## config.mk

```make
export PLATFORM = sky130hd
export DESIGN_NAME = shift_subtract_divider
export DESIGN_NICKNAME = d
export VERILOG_FILES = /design/src/rtl/shift_subtract_divider.sv
export SDC_FILE = /design/constraint.sdc
export NUM_CORES = 1
export LEC_CHECK = 0
export BUFFER_PORTS_ARGS = -buffer_cell sky130_fd_sc_hd__buf_4
export CORE_UTILIZATION = 55
export DETAILED_ROUTE_END_ITERATION = 12
export PLACE_DENSITY = 0.82
export SLEW_MARGIN = 10
export SYNTH_ARGS = -nofsm -noshare
export SYNTH_HDL_FRONTEND = slang
export SYNTH_SLANG_ARGS = --single-unit
```

## constraint.sdc

```tcl
create_clock -name clk -period 3.35 [get_ports clk]
set_clock_uncertainty 0.15 [all_clocks]
set_input_delay 0.1675 -clock clk [delete_from_list [all_inputs] [get_ports clk]]
set_output_delay 0.1675 -clock clk [all_outputs]
set_load 0.01 [all_outputs]
```

## src/rtl/shift_subtract_divider.sv

```systemverilog
// Sequential unsigned restoring divider producing one quotient bit per clock.
// Shares the start/busy/done handshake of the shift-add multiplier.
module shift_subtract_divider #(
  parameter int WIDTH = 8
) (
  input  logic             clk,
  input  logic             rst,
  input  logic             start,
  input  logic [WIDTH-1:0] dividend,
  input  logic [WIDTH-1:0] divisor,
  output logic             busy,
  output logic             done,
  output logic [WIDTH-1:0] quotient,
  output logic [WIDTH-1:0] remainder,
  output logic             div_by_zero
);

  localparam int CW = $clog2(WIDTH + 1);

  typedef enum logic [1:0] {IDLE, DIVIDE, DONE} state_t;

  state_t           state, state_next;
  logic [WIDTH:0]   r, r_next;
  logic [WIDTH-1:0] q, q_next;
  logic [WIDTH-1:0] d, d_next;
  logic [CW-1:0]    count, count_next;
  logic [WIDTH-1:0] quotient_next, remainder_next;
  logic             dbz_next;
  logic [WIDTH:0]   shifted, diff;

  // A set MSB on the trial difference means the subtraction underflowed.
  assign shifted = {r[WIDTH-1:0], q[WIDTH-1]};
  assign diff    = shifted - {1'b0, d};

  always_ff @(posedge clk or posedge rst) begin
    if (rst) begin
      state <= IDLE;
    end else begin
      state <= state_next;
    end
  end

  always_comb begin
    state_next     = state;
    r_next         = r;
    q_next         = q;
    d_next         = d;
    count_next     = count;
    quotient_next  = quotient;
    remainder_next = remainder;
    dbz_next       = div_by_zero;

    case (state)
      IDLE: begin
        if (start) begin
          d_next     = divisor;
          q_next     = dividend;
          r_next     = '0;
          count_next = '0;
          dbz_next   = 1'b0;
          if (divisor == '0) begin
            state_next     = DONE;
            quotient_next  = '1;
            remainder_next = dividend;
            dbz_next       = 1'b1;
          end else begin
            state_next = DIVIDE;
          end
        end
      end
      DIVIDE: begin
        if (!diff[WIDTH]) begin
          r_next = diff;
          q_next = {q[WIDTH-2:0], 1'b1};
        end else begin
          r_next = shifted;
          q_next = {q[WIDTH-2:0], 1'b0};
        end
        count_next = count + CW'(1);
        if (count == CW'(WIDTH - 1)) begin
          state_next     = DONE;
          quotient_next  = q_next;
          remainder_next = r_next[WIDTH-1:0];
        end
      end
      DONE: begin
        state_next = IDLE;
      end
      default: begin
        state_next = IDLE;
      end
    endcase
  end

  // busy and done are registered from the next state so they line up with it.
  always_ff @(posedge clk or posedge rst) begin
    if (rst) begin
      r           <= '0;
      q           <= '0;
      d           <= '0;
      count       <= '0;
      quotient    <= '0;
      remainder   <= '0;
      div_by_zero <= 1'b0;
      busy        <= 1'b0;
      done        <= 1'b0;
    end else begin
      r           <= r_next;
      q           <= q_next;
      d           <= d_next;
      count       <= count_next;
      quotient    <= quotient_next;
      remainder   <= remainder_next;
      div_by_zero <= dbz_next;
      busy        <= (state_next == DIVIDE);
      done        <= (state_next == DONE);
    end
  end

endmodule
```

==> After elaboration in Yosys (flattened, before gate mapping) <==
Cells that the tools add are included.
{ "word_totals": {"out_inout_bits": 19, "regBits": 49} }
{ "classes": {"n_reduce_logical": 6, "eq_ne": 7, "n_mux": 21, "n_addsub": 2} }
{ "op_table": {"columns": ["operator", "n"], "rows": [
  ["8-bit 2-to-1 mux", 9],
  ["8-bit one-hot mux with 2 select lines", 4],
  ["9-bit by 8-bit subtractor with 9-bit output", 1],
  ["8-bit zero test", 1],
  ["4-bit one-hot mux with 2 select lines", 1],
  ["2-bit 2-to-1 mux", 3],
  ["2-bit != test, second input constant", 3],
  ["4-bit by 1-bit adder with 4-bit output, second input constant", 1],
  ["2-bit by 1-bit == test with 1-bit output, second input constant", 2],
  ["4-bit by 3-bit == test with 1-bit output, second input constant", 1],
  ["4-bit 2-to-1 mux", 1],
  ["2-bit one-hot mux with 2 select lines", 1],
  ["2-bit AND reduction", 2],
  ["4-bit AND reduction", 1],
  ["2-bit == test, second input constant", 1],
  ["2-bit zero test", 1],
  ["1-bit 2-to-1 mux", 2],
  ["2-bit nonzero test", 1]
]} }

==> Depth between registers and ports, before layout <==
Gate-level depths: netlist of the first run.
{ "depth": {"ltp_word": 5, "ltp_mapped": 10, "mapped_depth_nobuf": 9} }

==> Worst setup path before layout of the first run <==
No wires, ideal clock.
{ "synth_timing": {"kind": "reg-to-reg", "startpoint": "register q[7]", "endpoint": "register remainder[2]", "n_path_buf": 1, "t_arrival_ps": 2136, "t_required_ps": 3079, "stages_incl_launch_ff": 11, "setup_time_ps": 121, "slack_ps": 943, "cell_sequence": "dfrtp_1 -> inv_1 -> ha_1 -> inv_1 -> fa_1 -> a211oi_1 -> o211a_1 -> o211ai_2 -> buf_4 -> mux2i_1 -> o22a_1"} }
{ "synth_between": {"elab_chain_len": 4} }
{ "synth_rtl": {"columns": ["item", "line", "text"], "rows": [
  ["from (decl)", "24", "logic [WIDTH-1:0] q, q_next;"],
  ["from (signal assigned)", "109", "q <= q_next;"],
  ["9-bit by 8-bit subtractor with 9-bit output", "33", "assign diff = shifted - {1'b0, d};"],
  ["8-bit 2-to-1 mux", "72", "if (!diff[WIDTH]) begin"],
  ["8-bit 2-to-1 mux", "80", "if (count == CW'(WIDTH - 1)) begin"],
  ["8-bit one-hot mux with 2 select lines", "53", "case (state)"],
  ["to (signal assigned)", "113", "remainder <= remainder_next;"],
  ["to (decl)", "14", "output logic [WIDTH-1:0] remainder,"]
]} }
Every way passes these cells. The select of a mux whose other input is x is not followed.
A chain may end at the register's enable or synchronous reset.

==> Final worst setup path of the first run <==
{ "layout_timing": {"startpoint": "register q[7]", "endpoint": "register remainder[1]"} }
Same word-level chain as after synthesis.

==> results of run 1 <==
[worst paths after layout]
kind                                      start                       end  slack (ns)  depth (start not counted)
max in group asynchronous                   rst          r[6]$_DFFE_PP0P_        1.92                          3
hold reg to reg            count[3]$_DFFE_PP0P_      count[3]$_DFFE_PP0P_        0.34                          1
setup / recovery               q[7]$_DFFE_PP0P_  remainder[1]$_DFFE_PP0P_        0.53                          9
min in group asynchronous                   rst      count[0]$_DFFE_PP0P_        0.52                          3
hold / removal                      dividend[1]          q[1]$_DFFE_PP0P_       0.009                          3
setup reg to reg               q[7]$_DFFE_PP0P_  remainder[1]$_DFFE_PP0P_        0.53                          9
[area by class of cell]
cell class | instances | area [µm²]
fill | 335 | 1350
sequential | 49 | 1230
multi-input combinational | 184 | 1200
timing repair buffer | 49 | 390
clock buffer | 5 | 68.8
tap | 52 | 65.1
clock inverter | 3 | 43.8
inverter | 11 | 41.3
[layout by cell type, fill, tap and decap left out, types with 3 or more instances in the layout]
cell and count:
a21o_1 6, a21oi_1 15, a31oi_1 4, buf_4 40
clkbuf_8 5, dfrtp_1 49, dlygate4sd3_1 9, ha_1 9
inv_1 10, mux2_2 9, mux2i_1 10, nand2_1 31
nand2b_1 3, nand3_1 4, nor2_1 23, nor2b_1 3
o211ai_1 3, o21ai_0 16, o21ai_1 5, o22ai_1 6
xor2_1 3
[tightest hold or removal path: cells and delay by family]
family	cells	cell delay, ns
compound gates	1	0.13
buf+inv	1	0.09
mux	1	0.05
[where the power goes]
group / internal (µW) / switching (µW)
sequential: 862 / 186
clock: 224 / 205
combinational: 832 / 1000
[registers in the layout, summed over array words and instances, names as in the netlist, 2 cells and up]
register / count
d: 8
remainder: 8
r: 8
state: 2
count: 4
q: 8
quotient: 8
[metal layers]
layer | vias up | global-route usage
li1 | 997 | -
met1 | 988 | 0.328
met2 | 70 | 0.395
met3 | 16 | 0.0581
met4 | 0 | 0.0867
met5 | - | 0
[kinds of logic after synthesis]
logic type,share of synthesized area
xor gates and xnor gates,0.0174
DFF,0.487
buffers and inverters,0.0363
and+or+nand+nor,0.143
muxes,0.0845
AOI/OAI and AO/OA,0.179
adders and majority gates,0.0527
[timing repair]
action,CTS,global route
resized for setup,0,0
endpoints found under the hold margin,51,0
hold buffers,9,0
setup endpoints to repair,0,0
[through the flow]
stage | cells | area, µm²
final | 353 | 3040
after global routing | 353 | 3040
after floorplan | 254 | 2520
after global placement | 336 | 2830
after CTS | 353 | 3040
after detailed placement | 336 | 2830
==> flow_summary.toml, run 1 <==
[critical_path]
path_delay_family = "compound AO/OA/AOI/OAI gates"
critPathSlowestCell = "mux2_1"
crit_path_start_kind = "register"
required_ns = 3.43
critPathMaxFanout = 12
path_buf_inv = 2
path_cells = "inv_1 -> ha_1 -> inv_1 -> fa_1 -> a211oi_1 -> o211a_1 -> o211ai_2 -> mux2_1 -> a31oi_1"
worstPathArrival_ns = 2.90
path_class = "register to register"
max_stage_delay_ns = 0.44
crit_path_end_kind = "register"
cp_common_cell = "inv_1"

[detailed_routing]
drt-pass1-iter-count = 4
wl_met2_um = 2600
highest_layer = "met4"
drt-total-wl_um = 5530
vias = 2071
drt-met1-wl_um = 2580
via_per_inst = 5.87
post_drt_wl_per_cell_um = 15.7
ant_nets = 0
first_iter_violations = 185
wl_met3_um = 243
drc = 0

[sta]
setup_viol = 0
fin_hold_ws_ns = 0.00914
grt_setup_unrepaired = "false"
fin_setup_tns_ns = 0
max_slew_margin = 0.324
tightest_slew_ns = 1.01
timing.fmax_ghz = 0.354
drv_slew = 0
fin_ws_ns = 0.525
period_share = 0.843
period_needed_ns = 2.82
hold_viol = 0

[grt]
grt_use_total = 0.246
overflow = 0
grt_max_degree = 50
grt_pass1_vias = 2079
antenna_found_initial = 0
grt_first_pass_wirelength_um = 9490

[cells_and_area]
drive_gt1_frac = 0.206
areaGrowthSynthToFinish_pct = 20.6
diodes = 0
layout.nets = 329
fin_util = 0.692

[power_and_ir_drop]
p_leak_uw = 0.00146
power_uw = 3310
power.density_nw_per_um2 = 1090
peakVddDrop_mv = 0.530

[run]
cap_viol_max_count = 0

[yosys]
synth_area_um2 = 2520
ys_ff_latch = 49
synth_common_cells = "dfrtp_1 (49), nand2_1 (31), nor2_1 (23)"
ys_seq_area_frac = 0.487
synthCells = 254
ys_types = 50
yosysTopAreaCell = "dfrtp_1"
syn_nets = 283
synthFlopType = "dfrtp_1"
synth-edff-count = 0
yosys_warnings = 0
synth_most_common_cell = "dfrtp_1"
synth_area_leaders = "dfrtp_1 (49%), nand2_1 (4.6%), ha_1 (4.5%)"
syn-mean-instance-area_um2 = 9.91
async_flop_share = 1.00
synth_top_area_frac = 0.487

[hold_path]
hp-class = "input port to register"

[clock_network]
htree_levels = 2
cts_tree = "built"
numCtsBuffers = 5
cts_sinks = 49
path_clk_slew_ns = 0.09
cts-root-buf = "clkbuf_8"
clockBufferDepth = 2
clk-insertion-delay-late_ns = 0.30
postCtsSetupBuffers = 0

[floorplan]
dieHeight_um = 69.7
io_pins = 38
die_width_um = 69.7
dieArea_um2 = 4850
initial_core_util = 0.574
coreArea_um2 = 4380
placementRows = 24

[placed_design]
dp_hpwl_um = 3860
gp_congestion = 0.865
pre_cts_ws_ns = 0.586
portBuffers = 37

[outcome]
outcome = "finished clean"
(Power assumes the default switching activity.)
==> inputs of run 2 (changes only) <==
Settings changed: CORE_UTILIZATION 55 to 51, PLACE_DENSITY 0.82 to 0.81.
Clock period 3.35 ns to 2.3 ns, I/O delays scaled along.
==> flow_summary.toml, run 2 (same netlist as run 1, synthesis figures left out) <==
[critical_path]
max_stage_delay_ns = 0.41
crit_path_end_kind = "register"
critPathSlowestCell = "dfrtp_1"
setup.worst_path.start = "q[7]$_DFFE_PP0P_"
path_class = "register to register"
cp_common_cell = "inv_2"
critPathMaxFanout = 6
crit_path_start_kind = "register"
required_ns = 2.36
path_cells = "inv_2 -> ha_4 -> inv_2 -> fa_2 -> a211oi_4 -> o211a_1 -> o211ai_4 -> a311o_1 -> a31oi_1"
path_delay_family = "compound AO/OA/AOI/OAI gates"
path_buf_inv = 2
worstPathArrival_ns = 2.55
r2r_setup_slack_ns = -0.19
r2r-start = "q[7]$_DFFE_PP0P_"

[floorplan]
die_width_um = 72.3
placementRows = 25
dieHeight_um = 72.3
io_pins = 38
initial_core_util = 0.533
coreArea_um2 = 4720
dieArea_um2 = 5220

[sta]
timing.fmax_ghz = 0.401
drv_slew = 0
grt_setup_unrepaired = "true"
tightest_slew_ns = 0.654
max_slew_margin = 0.564
period_needed_ns = 2.49
period_share = 1.08
fin_ws_ns = -0.193
hold_viol = 0
fin_hold_ws_ns = 0.0166
setup_viol = 17

[power_and_ir_drop]
p_leak_uw = 0.00161
cell_internal_pwr_uw = 3460
comb_power_share = 0.631
power_switching_uw = 2400
switching_share = 0.409
peakVddDrop_mv = 0.961
p_seq_frac = 0.265
pwr-share-clk = 0.104
power.density_nw_per_um2 = 1720

[cells_and_area]
layout.nets = 359
diodes = 0
final_common_cell = "buf_4"
mostFrequentLayoutCells = "buf_4 (62), dfrtp_1 (48), nand2_1 (31)"
fill_cells = 336
drive_gt1_frac = 0.305
fin_cells = 398
areaGrowthSynthToFinish_pct = 35.4

[placed_design]
gp_congestion = 0.880
dp.cells = 372
dp_hpwl_um = 4150
portBuffers = 37

[clock_network]
cts_tree = "built"
clockBufferDepth = 2
cts-root-buf = "clkbuf_8"
path_clk_slew_ns = 0.09
cts_sinks = 49
htree_levels = 2
clk-insertion-delay-late_ns = 0.30
numCtsBuffers = 5

[hold_path]
hp-class = "input port to register"
hold_path_startpoint = "dividend[0]"

[grt]
top_usage_layer = "met2"
overflow = 0
grt_first_pass_wirelength_um = 10200
use_met2 = 0.423
antenna_found_initial = 0
grt_use_total = 0.258
grt_max_degree = 50
use_met1 = 0.341
grtUsageMet3 = 0.0458
grt_pass1_vias = 2188

[detailed_routing]
post_drt_wl_per_cell_um = 15.6
via_per_inst = 5.50
ant_nets = 0
drc = 0
vias = 2188
drt-pass1-iter-count = 4
drt-total-wl_um = 6230
first_iter_violations = 185

[outcome]
outcome = "finished, violations left"
violations = "negative setup slack"

[run]
cap_viol_max_count = 0
run 2: what timing repair did:
item | CTS | global route
hold buffers | 14 | 0
setup buffers | 3 | 1
resized for setup | 14 | 11
pin swaps | 10 | 7
endpoints found under the hold margin | 63 | 0
setup endpoints to repair | 17 | 18
run 2: metrics by stage:
| stage | utilization | setup TNS (ns) | cell area (µm²) | power [µW] | setup WS, ns |
|---|---|---|---|---|---|
| after floorplan | - | 0 | 2530 | 3520 | 0.0449 |
| after global placement | 0.639 | -0.507 | 3020 | 4480 | -0.0831 |
| after detailed placement | 0.639 | -1.47 | 3020 | 4590 | -0.184 |
| after CTS | 0.707 | -1.12 | 3340 | 5540 | -0.126 |
| after global routing | 0.722 | -3.75 | 3410 | 6260 | -0.261 |
| final | 0.722 | -2.40 | 3410 | 5850 | -0.193 |
run 2: tightest hold or removal path, delay by kind of cell:
kind                   cells  cell delay [ns]
AO/OA/AOI/OAI              2             0.23
buffers and inverters      1             0.08
run 2: routing by layer:
metal | vias up | wire [µm]
met5 | - | 0
met4 | 0 | 107
met3 | 11 | 265
met2 | 66 | 3130
met1 | 1055 | 2720
li1 | 1056 | -
run 2: worst paths after layout:
path,to,cells past startpoint
worst max register to register,remainder[7]$_DFFE_PP0P_,9
worst min register to register,div_by_zero$_DFFE_PP0P_,2
min in group asynchronous,quotient[2]$_DFFE_PP0P_,4
worst min-delay path,remainder[0]$_DFFE_PP0P_,3
max in group asynchronous,r[0]$_DFFE_PP0P_,4
worst max-delay path,remainder[7]$_DFFE_PP0P_,9
run 2: cell type report:
class / count / area [µm²] / share of cell area
timing repair buffer: 79 / 639 / 0.188
clock inverter: 2 / 38.8 / 0.0114
inverter: 11 / 41.3 / 0.0121
multi-input combinational: 184 / 1310 / 0.383
clock buffer: 6 / 72.6 / 0.0213
sequential: 49 / 1230 / 0.360
tap: 67 / 83.8 / 0.0246
run 2: power groups by stage:
stage               sequential, µW  clock (µW)  combinational (µW)
floorplan                     1530           0                2000
global placement              1510           0                2970
detailed placement            1540           0                3060
CTS                           1530         620                3390
global route                  1590         647                4020
finish                        1550         611                3690
==> inputs of run 3 (changes only) <==
Settings changed: ABC_AREA from default to 1, PLACE_DENSITY 0.81 to 0.8.
==> flow_summary.toml, run 3 <==
[grt]
grt_pass1_vias = 2184
grt_first_pass_wirelength_um = 9950
grt_use_total = 0.240
grt_max_degree = 26
antenna_found_initial = 0
overflow = 0

[cells_and_area]
areaGrowthSynthToFinish_pct = 19.8
diodes = 0
fin_util = 0.632
mostFrequentLayoutCells = "nand2_1 (67), inv_1 (52), dfrtp_1 (49)"
drive_gt1_frac = 0.197
multi_input_area_um2 = 1190
regArea_um2 = 1230
layout.nets = 414
fill_cells = 462
final_common_cell = "nand2_1"

[yosys]
synth_top_family_by_area = "simple AND/OR/NAND/NOR gates"
syn-mean-instance-area_um2 = 7.94
synth_common_cells = "nand2_1 (67), inv_1 (53), dfrtp_1 (49)"
synth_compound_area_frac = 0.101
yosysTopAreaCell = "dfrtp_1"
synthFlopType = "dfrtp_1"
synth_most_common_cell = "nand2_1"
synthXorXnorAreaFrac = 0.00982
async_flop_share = 1.00
synth_area_leaders = "dfrtp_1 (46%), nand2_1 (9.4%), inv_1 (7.4%)"
synthCells = 337
ys_ff_latch = 49
ys_types = 32
synth.area.mux_share = 0
synth_adder_area_share = 0.0496
synth_top_area_frac = 0.458
synth_area_um2 = 2680
yosys_warnings = 0
synth-simple-area-share = 0.282
syn_nets = 366
ys_seq_area_frac = 0.458
synth-edff-count = 0

[detailed_routing]
wl_met3_um = 203
drt-pass1-iter-count = 4
highest_layer = "met4"
first_iter_violations = 103
drt-met1-wl_um = 2760
drc = 0
vias = 2306
drt-total-wl_um = 5820
post_drt_wl_per_cell_um = 12.8
via_per_inst = 5.07
ant_nets = 0
wl_met2_um = 2750

[hold_path]
hold_path_depth = 5
hp-class = "input port to register"
hold_end = "q[1]$_DFFE_PP0P_"
hold_path_startpoint = "dividend[1]"

[critical_path]
path_class = "register to register"
path_cells = "inv_1 -> ha_1 -> inv_1 -> fa_2 -> nand2_1 -> nand2_1 -> nand3_2 -> nand3_1 -> nand2_4 -> nand3_1 -> nand3_1 -> nand2_1 -> inv_1"
r2r_end = "remainder[6]$_DFFE_PP0P_"
critPathSlowestCell = "dfrtp_1"
r2r-start = "q[7]$_DFFE_PP0P_"
r2r_setup_slack_ns = 0.18
max_stage_delay_ns = 0.38
critPathMaxFanout = 9
crit_path_end_kind = "register"
required_ns = 2.40
reg2regPathDepth = 13
crit_path_start_kind = "register"
worstPathArrival_ns = 2.22

[floorplan]
die_width_um = 74.4
coreArea_um2 = 5070
io_pins = 38
placementRows = 26
dieArea_um2 = 5540
initial_core_util = 0.527
dieHeight_um = 74.4

[placed_design]
portBuffers = 37
dp_hpwl_um = 4300
gp_congestion = 0.902

[clock_network]
clockBufferDepth = 2
postCtsSetupBuffers = 0
cts-root-buf = "clkbuf_8"
clk-insertion-delay-late_ns = 0.31
htree_levels = 2
cts_sinks = 49
cts_tree = "built"
numCtsBuffers = 5
path_clk_slew_ns = 0.10

[power_and_ir_drop]
p_leak_uw = 0.00164
pwr-share-clk = 0.108
power_uw = 4740
peakVddDrop_mv = 0.794
comb_power_share = 0.584
p_seq_frac = 0.308
cell_internal_pwr_uw = 2510
power.density_nw_per_um2 = 1480
switching_share = 0.470
power_switching_uw = 2230

[sta]
fin_setup_tns_ns = 0
tightest_slew_ns = 0.496
period_share = 0.923
fin_hold_ws_ns = 0.0874
grt_setup_unrepaired = "true"
max_slew_margin = 0.669
setup_viol = 0
hold_viol = 0
drv_slew = 0
period_needed_ns = 2.12
timing.fmax_ghz = 0.471

[run]
cap_viol_max_count = 0

[outcome]
outcome = "finished clean"
-- run 3: cell types whose count changed after synthesis, sizes merged, moves of 6 or more --
cell and delta:
nor2 +13, nand3 +36, mux2i -10, nand2 +45, mux2 -10, a21oi -6
a21o -6, inv +44, or2 +7
-- run 3: through the flow --
stage / setup WS (ns) / cell area (µm²) / instances
6_report: 0.177 / 3210 / 455
3_3_place_gp: 0.234 / 3020 / 438
2_1_floorplan: 0.342 / 2680 / 337
4_1_cts: 0.129 / 3200 / 455
5_1_grt: -0.00911 / 3210 / 455
3_5_place_dp: 0.154 / 3020 / 438
-- run 3: worst max-delay path: cells and delay by family (launching register included) --
family / cells / cell delay [ns]
and+or+nand+nor: 8 / 0.84
adders and majority gates: 2 / 0.50
DFF: 1 / 0.38
buffers and inverters: 3 / 0.21
-- run 3: cells by family after synthesis --
family / after synthesis
buf+inv: 65
fa+ha+maj: 10
xor+xnor: 3
flops: 49
simple gates: 162
compound gates: 48
-- run 3: per-layer routing --
layer / vias to the layer above / track usage
met5: - / 0
met4: 0 / 0.0734
met3: 12 / 0.0556
met2: 55 / 0.400
met1: 1073 / 0.310
li1: 1166 / -
-- run 3: layout make-up --
| type | count | area share |
|---|---|---|
| Sequential cell | 49 | 0.382 |
| Inverter | 55 | 0.0652 |
| Multi-Input combinational cell | 223 | 0.372 |
| Tap cell | 70 | 0.0273 |
| Clock inverter | 2 | 0.00429 |
| Clock buffer | 5 | 0.0215 |
| Timing Repair Buffer | 51 | 0.127 |
-- run 3: timing repair --
action                                  in CTS  in global routing
resized for setup                            0                  2
endpoints found under the setup margin       0                  7
hold buffers                                10                  0
hold endpoints to repair                    31                  0
-- run 3: worst max path at each step --
stage | from | endpoint | slack [ns] | depth (start not counted)
after global routing | q[7]$_DFFE_PP0P_ | remainder[5]$_DFFE_PP0P_ | -0.009 | 14
after CTS | q[7]$_DFFE_PP0P_ | remainder[6]$_DFFE_PP0P_ | 0.13 | 13
final | q[7]$_DFFE_PP0P_ | remainder[6]$_DFFE_PP0P_ | 0.18 | 13
after floorplan | q[7]$_DFFE_PP0P_ | remainder[7]$_DFFE_PP0P_ | 0.34 | 14
after global placement | q[7]$_DFFE_PP0P_ | remainder[6]$_DFFE_PP0P_ | 0.23 | 14
after detailed placement | q[7]$_DFFE_PP0P_ | remainder[0]$_DFFE_PP0P_ | 0.15 | 13
-- run 3: power by group through the flow --
stage          logic, µW  registers, µW  clock network, µW
2_1_floorplan       1990           1490                  0
3_3_place_gp        2640           1460                  0
3_5_place_dp        2730           1480                  0
4_1_cts             2750           1460                522
5_1_grt             3150           1500                542
6_report            2770           1460                513
